### src/rtl/word_collector4_pkg.sv
// word_collector4_pkg
//   Shared constants and state encoding for the 4-word collector.
//   COLLECT=0 gathers words into the slots, HOLD=1 presents a full frame.
package word_collector4_pkg;

    localparam int WORDS = 4;
    localparam int IDX_W = 2;

    typedef enum logic {
        COLLECT = 1'b0,
        HOLD    = 1'b1
    } state_e;

    // True when idx addresses the last slot of a frame.
    function automatic logic is_last_idx(input logic [IDX_W-1:0] idx);
        return idx == IDX_W'(WORDS - 1);
    endfunction

endpackage

### src/rtl/word_collector4_slot.sv
// slot_reg
//   One WIDTH-bit data slot with write enable.
//   Ports:
//     clk   - clock, rising edge
//     rst_n - asynchronous active-low reset, clears the slot to 0
//     i_we  - write enable
//     i_d   - write data
//     o_q   - stored word
module slot_reg #(
    parameter int WIDTH = 32
) (
    input  logic             clk,
    input  logic             rst_n,
    input  logic             i_we,
    input  logic [WIDTH-1:0] i_d,
    output logic [WIDTH-1:0] o_q
);

    logic [WIDTH-1:0] r_q;

    always_ff @(posedge clk or negedge rst_n) begin
        if (!rst_n)    r_q <= '0;
        else if (i_we) r_q <= i_d;
    end

    assign o_q = r_q;

endmodule

### src/rtl/word_collector4.sv
// word_collector4
//   Collects four consecutive accepted words into a frame, then holds the
//   frame until downstream takes it. Handshakes are decoded from registered
//   state only, so a frame costs at least 5 cycles (4 accepts + 1 handoff).
//   Ports:
//     clk, rst            - clock; asynchronous active-low reset
//     in_data/in_valid    - upstream word and its valid
//     in_ready            - high while collecting (and out of reset)
//     clear               - drops a partial frame (ignored while holding)
//     out0..out3          - slot contents in arrival order
//     out_valid/out_ready - frame handoff handshake
//     frame_cnt           - frames handed off, modulo 256
module word_collector4
    import word_collector4_pkg::*;
#(
    parameter int WIDTH = 32
) (
    input  logic             clk,
    input  logic             rst,
    input  logic [WIDTH-1:0] in_data,
    input  logic             in_valid,
    output logic             in_ready,
    input  logic             clear,
    output logic [WIDTH-1:0] out0,
    output logic [WIDTH-1:0] out1,
    output logic [WIDTH-1:0] out2,
    output logic [WIDTH-1:0] out3,
    output logic             out_valid,
    input  logic             out_ready,
    output logic [7:0]       frame_cnt
);

    state_e                        r_state;
    state_e                        w_state_nxt;
    logic [IDX_W-1:0]              r_idx;
    logic [7:0]                    r_frame_cnt;
    logic [WORDS-1:0][WIDTH-1:0]   w_slot;
    logic [WORDS-1:0]              w_we;
    logic                          w_collect;
    logic                          w_accept;
    logic                          w_handoff;

    assign w_collect = (r_state == COLLECT);
    // clear wins over a simultaneous accept: the presented word is dropped.
    assign w_accept  = w_collect && in_valid && !clear;
    assign w_handoff = (r_state == HOLD) && out_ready;

    always_comb begin
        w_state_nxt = r_state;
        case (r_state)
            COLLECT: if (w_accept && is_last_idx(r_idx)) w_state_nxt = HOLD;
            HOLD:    if (out_ready)                     w_state_nxt = COLLECT;
            default:                                    w_state_nxt = COLLECT;
        endcase
    end

    always_ff @(posedge clk or negedge rst) begin
        if (!rst) begin
            r_state     <= COLLECT;
            r_idx       <= '0;
            r_frame_cnt <= '0;
        end else begin
            r_state <= w_state_nxt;
            if (w_collect && clear) r_idx <= '0;
            else if (w_accept)      r_idx <= r_idx + 1'b1;  // wraps 3 -> 0
            if (w_handoff)          r_frame_cnt <= r_frame_cnt + 8'd1;
        end
    end

    for (genvar g = 0; g < WORDS; g++) begin : g_slot
        assign w_we[g] = w_accept && (r_idx == IDX_W'(g));
        slot_reg #(.WIDTH(WIDTH)) u_slot (
            .clk   (clk),
            .rst_n (rst),
            .i_we  (w_we[g]),
            .i_d   (in_data),
            .o_q   (w_slot[g])
        );
    end

    // rst gating keeps in_ready low during reset; otherwise state decode only.
    assign in_ready  = rst && w_collect;
    assign out_valid = (r_state == HOLD);
    assign out0      = w_slot[0];
    assign out1      = w_slot[1];
    assign out2      = w_slot[2];
    assign out3      = w_slot[3];
    assign frame_cnt = r_frame_cnt;

endmodule

### config.mk
export PLATFORM = sky130hd
export DESIGN_NAME = word_collector4
export DESIGN_NICKNAME = d
export VERILOG_FILES = /design/src/rtl/word_collector4_pkg.sv /design/src/rtl/word_collector4_slot.sv /design/src/rtl/word_collector4.sv
export SDC_FILE = /design/constraint.sdc
export NUM_CORES = 1
export LEC_CHECK = 0
export ABC_AREA = 1
export CAP_MARGIN = 10
export CORE_MARGIN = 2
export CORE_UTILIZATION = 43
export CTS_BUF_LIST = sky130_fd_sc_hd__clkbuf_4 sky130_fd_sc_hd__clkbuf_8
export DETAILED_ROUTE_END_ITERATION = 8
export PLACE_DENSITY = 0.78
export SYNTH_ARGS = -nofsm -noshare
export SYNTH_HDL_FRONTEND = slang
export SYNTH_SLANG_ARGS = --single-unit
### constraint.sdc
create_clock -name clk -period 1.3 [get_ports clk]
set_input_delay 0.39 -clock clk [delete_from_list [all_inputs] [get_ports clk]]
set_output_delay 0.39 -clock clk [all_outputs]
set_load 0.01 [all_outputs]
==> flow_metrics.tcl, run 1 <==
set metrics [dict create \
    status "finished with violations" \
    failed_checks "hold timing, setup timing" \
    path_cells "buf_6 > inv_4 > nand3_4 > buf_12 > nor2_4 > inv_2 > buf_12 > nand2_1 > nand2_1" \
    grt_max_degree 112 \
    antenna_cells 0 \
    synth_compound_area_frac 0.00363 \
    maxCapViolations 0 \
    place_inst 967 \
    ios 175 \
    synth.avg_cell_area_um2 9.02 \
    endpoint_kind "flip-flop" \
    placed_cell_area_mm2 0.00761 \
    finalPower_mw 17.0 \
    peakVddDrop_mv 0.922 \
    place_congestion 0.826 \
    dp_hpwl_um 10700 \
    antenna_found_initial 0 \
    startpoint_type "flip-flop" \
    path_max_fanout 20 \
    final_cell_mix "nand2_1, dfrtp_1, buf_4" \
    die_area_mm2 0.0138 \
    nNetsFinal 949 \
    area_delta_synth_final_pct 59.2 \
    max_freq_ghz 0.666 \
    netlist_area_mm2 0.00552 \
    instances_no_fill 1092 \
    synth_top_family_by_area "simple AND/OR/NAND/NOR gates" \
    hp-class "primary input to asynchronous set/reset pin" \
    drc 0 \
    synth_area_leader_cell "dfrtp_1" \
    layout_commonest_cell "nand2_1" \
    cp.required_ps 1630 \
    synthTopCellsByArea "dfrtp_1, nand2_1, buf_6" \
    yosys.area.top_type_share 0.630 \
    pre_cts_ws_ps -462 \
    max_stage_delay_ps 410 \
    ys_types 17 \
    skew_ps 14.5 \
    power_leakage_nw 5.00 \
    port_buffers 174 \
    start_util 0.439 \
    root_buffer "clkbuf_8" \
    routedWlPerCell_um 16.2 \
    first_iter_violations 367 \
    timing.final.crit_share 1.16 \
    synth_fa_ha_area_frac 0.0113 \
    setup-tns-final_ps -28190 \
    slew_headroom 0.581 \
    insertion_delay_ps 440 \
    min_period_ps 1500 \
    dr.pass1.iters 4 \
    post-route-util 0.699 \
    grt_usage 0.248 \
    clkTransAtPathRegs_ps 80 \
    grt_pass1_vias 5052 \
    drive_gt1_frac 0.405 \
    path_class "flip-flop to flip-flop" \
    crit_arrival_ps 1830 \
    synth_fp_nets 654 \
    die_x_um 117 \
    rows 41 \
    whs_ps -61.6 \
    htree_levels 4 \
    yosysSeqAreaShare 0.630 \
    dieHeight_um 117 \
    core_mm2 0.0126 \
    cts_buffer_depth 2 \
    syn_inst 612 \
    p_per_area_mw_per_mm2 1940 \
    cts-buffers-inserted 17 \
    cts_tree "yes" \
    synth-simple-area-share 0.292 \
    wirelength_um 17600 \
    finalHoldViolCount 28 \
    grt_pass1_wl_um 26600 \
    rsz0062_at_grt "true" \
    overflow 0 \
    postRouteAntennaNets 0 \
    post_drt_via_cell_ratio 4.72 \
    synth-xor-area-share 0.00634 \
    fin_area_mm2 0.00879 \
    clock_sinks 139 \
    report.final.slew_viol_count 0 \
    setup_ws_ps -202 \
    via_count 5156 \
    crit_slowest_cell "dfrtp_1" \
    setup_viol 268 \
    ys_ff_latch 139 \
    yosys-mux-area-fraction 0.00204 \
    yosys_warnings 0 \
    tightest_slew_ps 629 \
]
-- sequential cells by signal, summed over array words and instances (netlist names) --
name               cells
frame_cnt              8
g_slot.u_slot.o_q    128
out_valid              1
r_idx                  2
-- synth_stat cells (all sizes together) --
| cell | n |
|---|---|
| buf | 24 |
| dfrtp | 139 |
| ha | 5 |
| inv | 20 |
| mux2 | 1 |
| nand2 | 401 |
| nand3 | 3 |
| nand3b | 2 |
| nand4 | 1 |
| nor2 | 8 |
| o21ai | 4 |
| xnor2 | 2 |
| xor2 | 2 |
-- area by class of cell --
| type | instances | area [um^2] |
|---|---|---|
| well taps | 172 | 215 |
| clock inverters | 7 | 114 |
| clock buffers | 25 | 307 |
| fillers | 927 | 3780 |
| inverters | 20 | 85.1 |
| flip-flops and latches | 139 | 3480 |
| repair buffers | 300 | 2610 |
| multi-input cells | 429 | 1980 |
-- kinds of logic (layout without fill, tap and decap cells) --
family	Yosys count	count (layout)
AND/OR/NAND/NOR	415	415
flip-flops	139	139
buffers and inverters	44	352
adder cells (fa/ha/maj)	5	5
AO/OA/AOI/OAI	4	4
XOR/XNOR	4	4
multiplexers	1	1
-- worst paths after layout --
path,startpoint,end,slack (ps),cells past startpoint
hold reg to reg,g_slot[3].u_slot.o_q[29]$_DFFE_PN0P_,g_slot[3].u_slot.o_q[29]$_DFFE_PN0P_,470,2
setup reg to reg,out_valid$_DFF_PN0_,g_slot[1].u_slot.o_q[12]$_DFFE_PN0P_,-200,9
min in group clk,g_slot[3].u_slot.o_q[29]$_DFFE_PN0P_,g_slot[3].u_slot.o_q[29]$_DFFE_PN0P_,470,2
hold / removal,rst,frame_cnt[7]$_DFFE_PN0P_,-60,2
max in group asynchronous,rst,g_slot[2].u_slot.o_q[19]$_DFFE_PN0P_,400,3
setup / recovery,out_valid$_DFF_PN0_,g_slot[1].u_slot.o_q[12]$_DFFE_PN0P_,-200,9
-- critical path, delay by kind of cell (launching register included) --
family / cells / cell delay [ps]
buffers and inverters: 5 / 600
DFF: 1 / 410
and+or+nand+nor: 4 / 370
-- per-layer routing --
layer	track usage	vias to the layer above	share of wire	wire length, um
li1	-	2429	-	-
met5	0	-	0	0
met2	0.406	196	0.50	8790
met4	0.0873	0	0.019	333
met1	0.309	2502	0.40	7030
met3	0.0841	29	0.085	1490
-- what timing repair did --
item / CTS / global route
cloned: 6 / 1
pin swaps: 2 / 26
endpoints found under the setup margin: 241 / 274
resized for setup: 597 / 106
hold endpoints to repair: 28 / 28
setup buffers: 48 / 42
-- where the power goes --
| part | switching (mW) | internal [mW] | leakage [nW] |
|---|---|---|---|
| logic | 3.02 | 3.62 | 3.00 |
| registers | 0.932 | 5.76 | 1.78 |
| clock network | 1.59 | 2.12 | 0.222 |
Power figures use the tool's default switching activity.
==> inputs of run 2 (changes only) <==
CORE_UTILIZATION = 44   (was 43)
PLACE_DENSITY = 0.79   (was 0.78)
SYNTH_HIERARCHICAL = 1   (was default)
==> run 2 against run 1 <==
Effect of this change:
- the run ends with setup timing left
- via count is 8.1% higher
- clock skew fell by 5.3 ps
- critical path depth down 1
- utilization rose by 5.2 points
- global-route usage is 1.9 points higher
- routed wire length increased by 17%
- sequential cell count stayed put
- first-iteration DRC count rose by 24%
- non-clock buffer count grew 31
- area after synthesis rose by 5.1%
- largest power group unchanged
- worst hold slack improved by 150 ps
==> flow_metrics.tcl, run 2 <==
set metrics [dict create \
    synth_edf_count 0 \
    via_count 5574 \
    maxCapViolations 0 \
    area_delta_synth_final_pct 65.4 \
    crit_slowest_cell "dfrtp_2" \
    start_util 0.455 \
    post_drt_via_cell_ratio 4.91 \
    ys_ff_latch 139 \
    cp.required_ps 1700 \
    holdBufCountCts 0 \
    synth_compound_area_frac 0.00280 \
    cts_tree "yes" \
    largest_reg_flops 128 \
    nNetsFinal 993 \
    htree_levels 4 \
    synth-xor-area-share 0.00603 \
    yosysSeqAreaShare 0.599 \
    startpoint_type "flip-flop" \
    synthTopCellsByArea "dfrtp_1, nand2_1, nand2_2" \
    synth_top_family_by_area "simple AND/OR/NAND/NOR gates" \
    failed_checks "setup timing" \
    path_max_fanout 6 \
    endpoint_kind "flip-flop" \
    slew_headroom 0.598 \
    synth-simple-area-share 0.294 \
    routedWlPerCell_um 18.1 \
    synth_fa_ha_area_frac 0.0108 \
    first_iter_violations 454 \
    synthTopCellsByCount "nand2_1, dfrtp_1, nand2_2, inv_1" \
    setup_ws_ps -264 \
    rows 41 \
    tightest_slew_ps 603 \
    peakVddDrop_mv 0.971 \
    ys_types 19 \
    yosys_warnings 6 \
    layout_commonest_cell "nand2_1" \
    path_cells "buf_6 > nor2_4 > nand2_4 > nor2_4 > buf_12 > clkbuf_16 > nand2_2 > nand2_1" \
    clkTransAtPathRegs_ps 80 \
    grt_pass1_wl_um 28900 \
    grt_max_degree 106 \
    path_common_cell "nor2_4" \
    die_area_mm2 0.0141 \
    path_class "flip-flop to flip-flop" \
    core_mm2 0.0128 \
    max_freq_ghz 0.640 \
    final_cell_mix "nand2_1, dfrtp_1, buf_4" \
    synth_ff_type "dfrtp_1" \
    max_stage_delay_ps 430 \
    clock_sinks 139 \
    placed_cell_area_mm2 0.00796 \
    hp-class "primary input to asynchronous set/reset pin" \
    setup_viol 266 \
    pre_cts_ws_ps -580 \
    yosys-mux-area-fraction 0.00259 \
    drc 0 \
    postRouteAntennaNets 0 \
    p_per_area_mw_per_mm2 1700 \
    status "finished with violations" \
    dp_hpwl_um 10900 \
    finalPower_mw 16.4 \
    fin_area_mm2 0.00960 \
    async_flop_share 1.00 \
    yosys.area.top_type_share 0.599 \
    dieHeight_um 119 \
    min_period_ps 1560 \
    port_buffers 174 \
    wirelength_um 20600 \
    yosysMostFrequentCell "nand2_1" \
    finalHoldViolCount 0 \
    setup-tns-final_ps -35710 \
    ios 175 \
    post-route-util 0.752 \
    cts_buffer_depth 2 \
    netlist_area_mm2 0.00581 \
    synth.avg_cell_area_um2 9.35 \
    nFillCells 829 \
    grt_pass1_vias 5394 \
    die_x_um 119 \
    rsz0062_at_grt "true" \
    drive_gt1_frac 0.551 \
    synth_area_leader_cell "dfrtp_1" \
    crit_arrival_ps 1960 \
    cts-buffers-inserted 17 \
    timing.final.crit_share 1.20 \
    place_congestion 0.768 \
    report.final.slew_viol_count 0 \
    skew_ps 9.20 \
    grt_usage 0.267 \
    antenna_cells 0 \
    synth_fp_nets 663 \
    power_leakage_nw 5.44 \
    overflow 0 \
    syn_inst 621 \
    root_buffer "clkbuf_8" \
    antenna_found_initial 0 \
    dr.pass1.iters 5 \
    insertion_delay_ps 460 \
]
[run 2: cell count changes after synthesis, sizes merged]
cell    previous run  this run
nor2               8         9
nand3b             2         0
nand3              3         6
nand2            401       403
inv               20        22
buf               24        16
o21ai              4         2
clkbuf             0        12
o22ai              0         1
[run 2: final cells by class]
cell class              instances  area, um^2  area share
clock buffers                  20         275      0.0287
inverters                      22         144      0.0150
repair buffers                331        2690       0.280
repair inverters                8         129      0.0134
flip-flops and latches        139        3480       0.362
well taps                     172         215      0.0224
clock inverters                12         169      0.0176
multi-input cells             432        2500       0.261
[run 2: final timing paths]
| kind | startpoint | end | slack (ps) | cells past startpoint |
|---|---|---|---|---|
| worst max-delay path | out_valid$_DFF_PN0_ | g_slot[3].u_slot/o_q[8]$_DFFE_PN0P_ | -260 | 8 |
| worst min-delay path | rst | g_slot[0].u_slot/o_q[18]$_DFFE_PN0P_ | 90 | 3 |
| worst max register to register | out_valid$_DFF_PN0_ | g_slot[3].u_slot/o_q[8]$_DFFE_PN0P_ | -260 | 8 |
| worst min register to register | g_slot[0].u_slot/o_q[21]$_DFFE_PN0P_ | g_slot[0].u_slot/o_q[21]$_DFFE_PN0P_ | 470 | 2 |
| max in group asynchronous | rst | g_slot[1].u_slot/o_q[29]$_DFFE_PN0P_ | 720 | 3 |
| min in group clk | g_slot[0].u_slot/o_q[21]$_DFFE_PN0P_ | g_slot[0].u_slot/o_q[21]$_DFFE_PN0P_ | 470 | 2 |
[run 2: cells by family (layout without fill, tap and decap cells)]
logic type,Yosys count,in the layout
and+or+nand+nor,419,419
DFF,139,139
buffers and inverters,50,393
adders and majority gates,5,5
xor gates and xnor gates,4,4
AOI/OAI and AO/OA,3,3
muxes,1,1
[run 2: metal layers]
layer | global-route usage | wire, um | vias up
li1 | - | - | 2533
met1 | 0.355 | 8290 | 2749
met2 | 0.423 | 10200 | 249
met3 | 0.0670 | 1530 | 43
met4 | 0.104 | 531 | 0
met5 | 0 | 0 | -
[run 2: metrics by stage]
| step | hold slack (ps) | cells |
|---|---|---|
| final | 87.8 | 1136 |
| after floorplan | 94.4 | 621 |
| after detailed placement | 458 | 996 |
| after global placement | 455 | 996 |
| after CTS | 94.2 | 1088 |
| after global routing | 118 | 1136 |
[run 2: critical path: cells and delay by family (launching register included)]
kind,cells,cell delay [ps]
and+or+nand+nor,5,530
buffers and inverters,3,530
DFF,1,430
[run 2: report_power, final]
group          switching (mW)  internal [mW]  leakage, nW
combinational            2.85           3.29         3.45
clock                    1.68           2.23        0.224
sequential              0.804           5.50         1.76
[run 2: repair_timing]
item	CTS	global route
buffers inserted	52	43
setup endpoints to repair	266	269
pin swaps	3	65
cloned	8	6
gates resized for setup	603	215
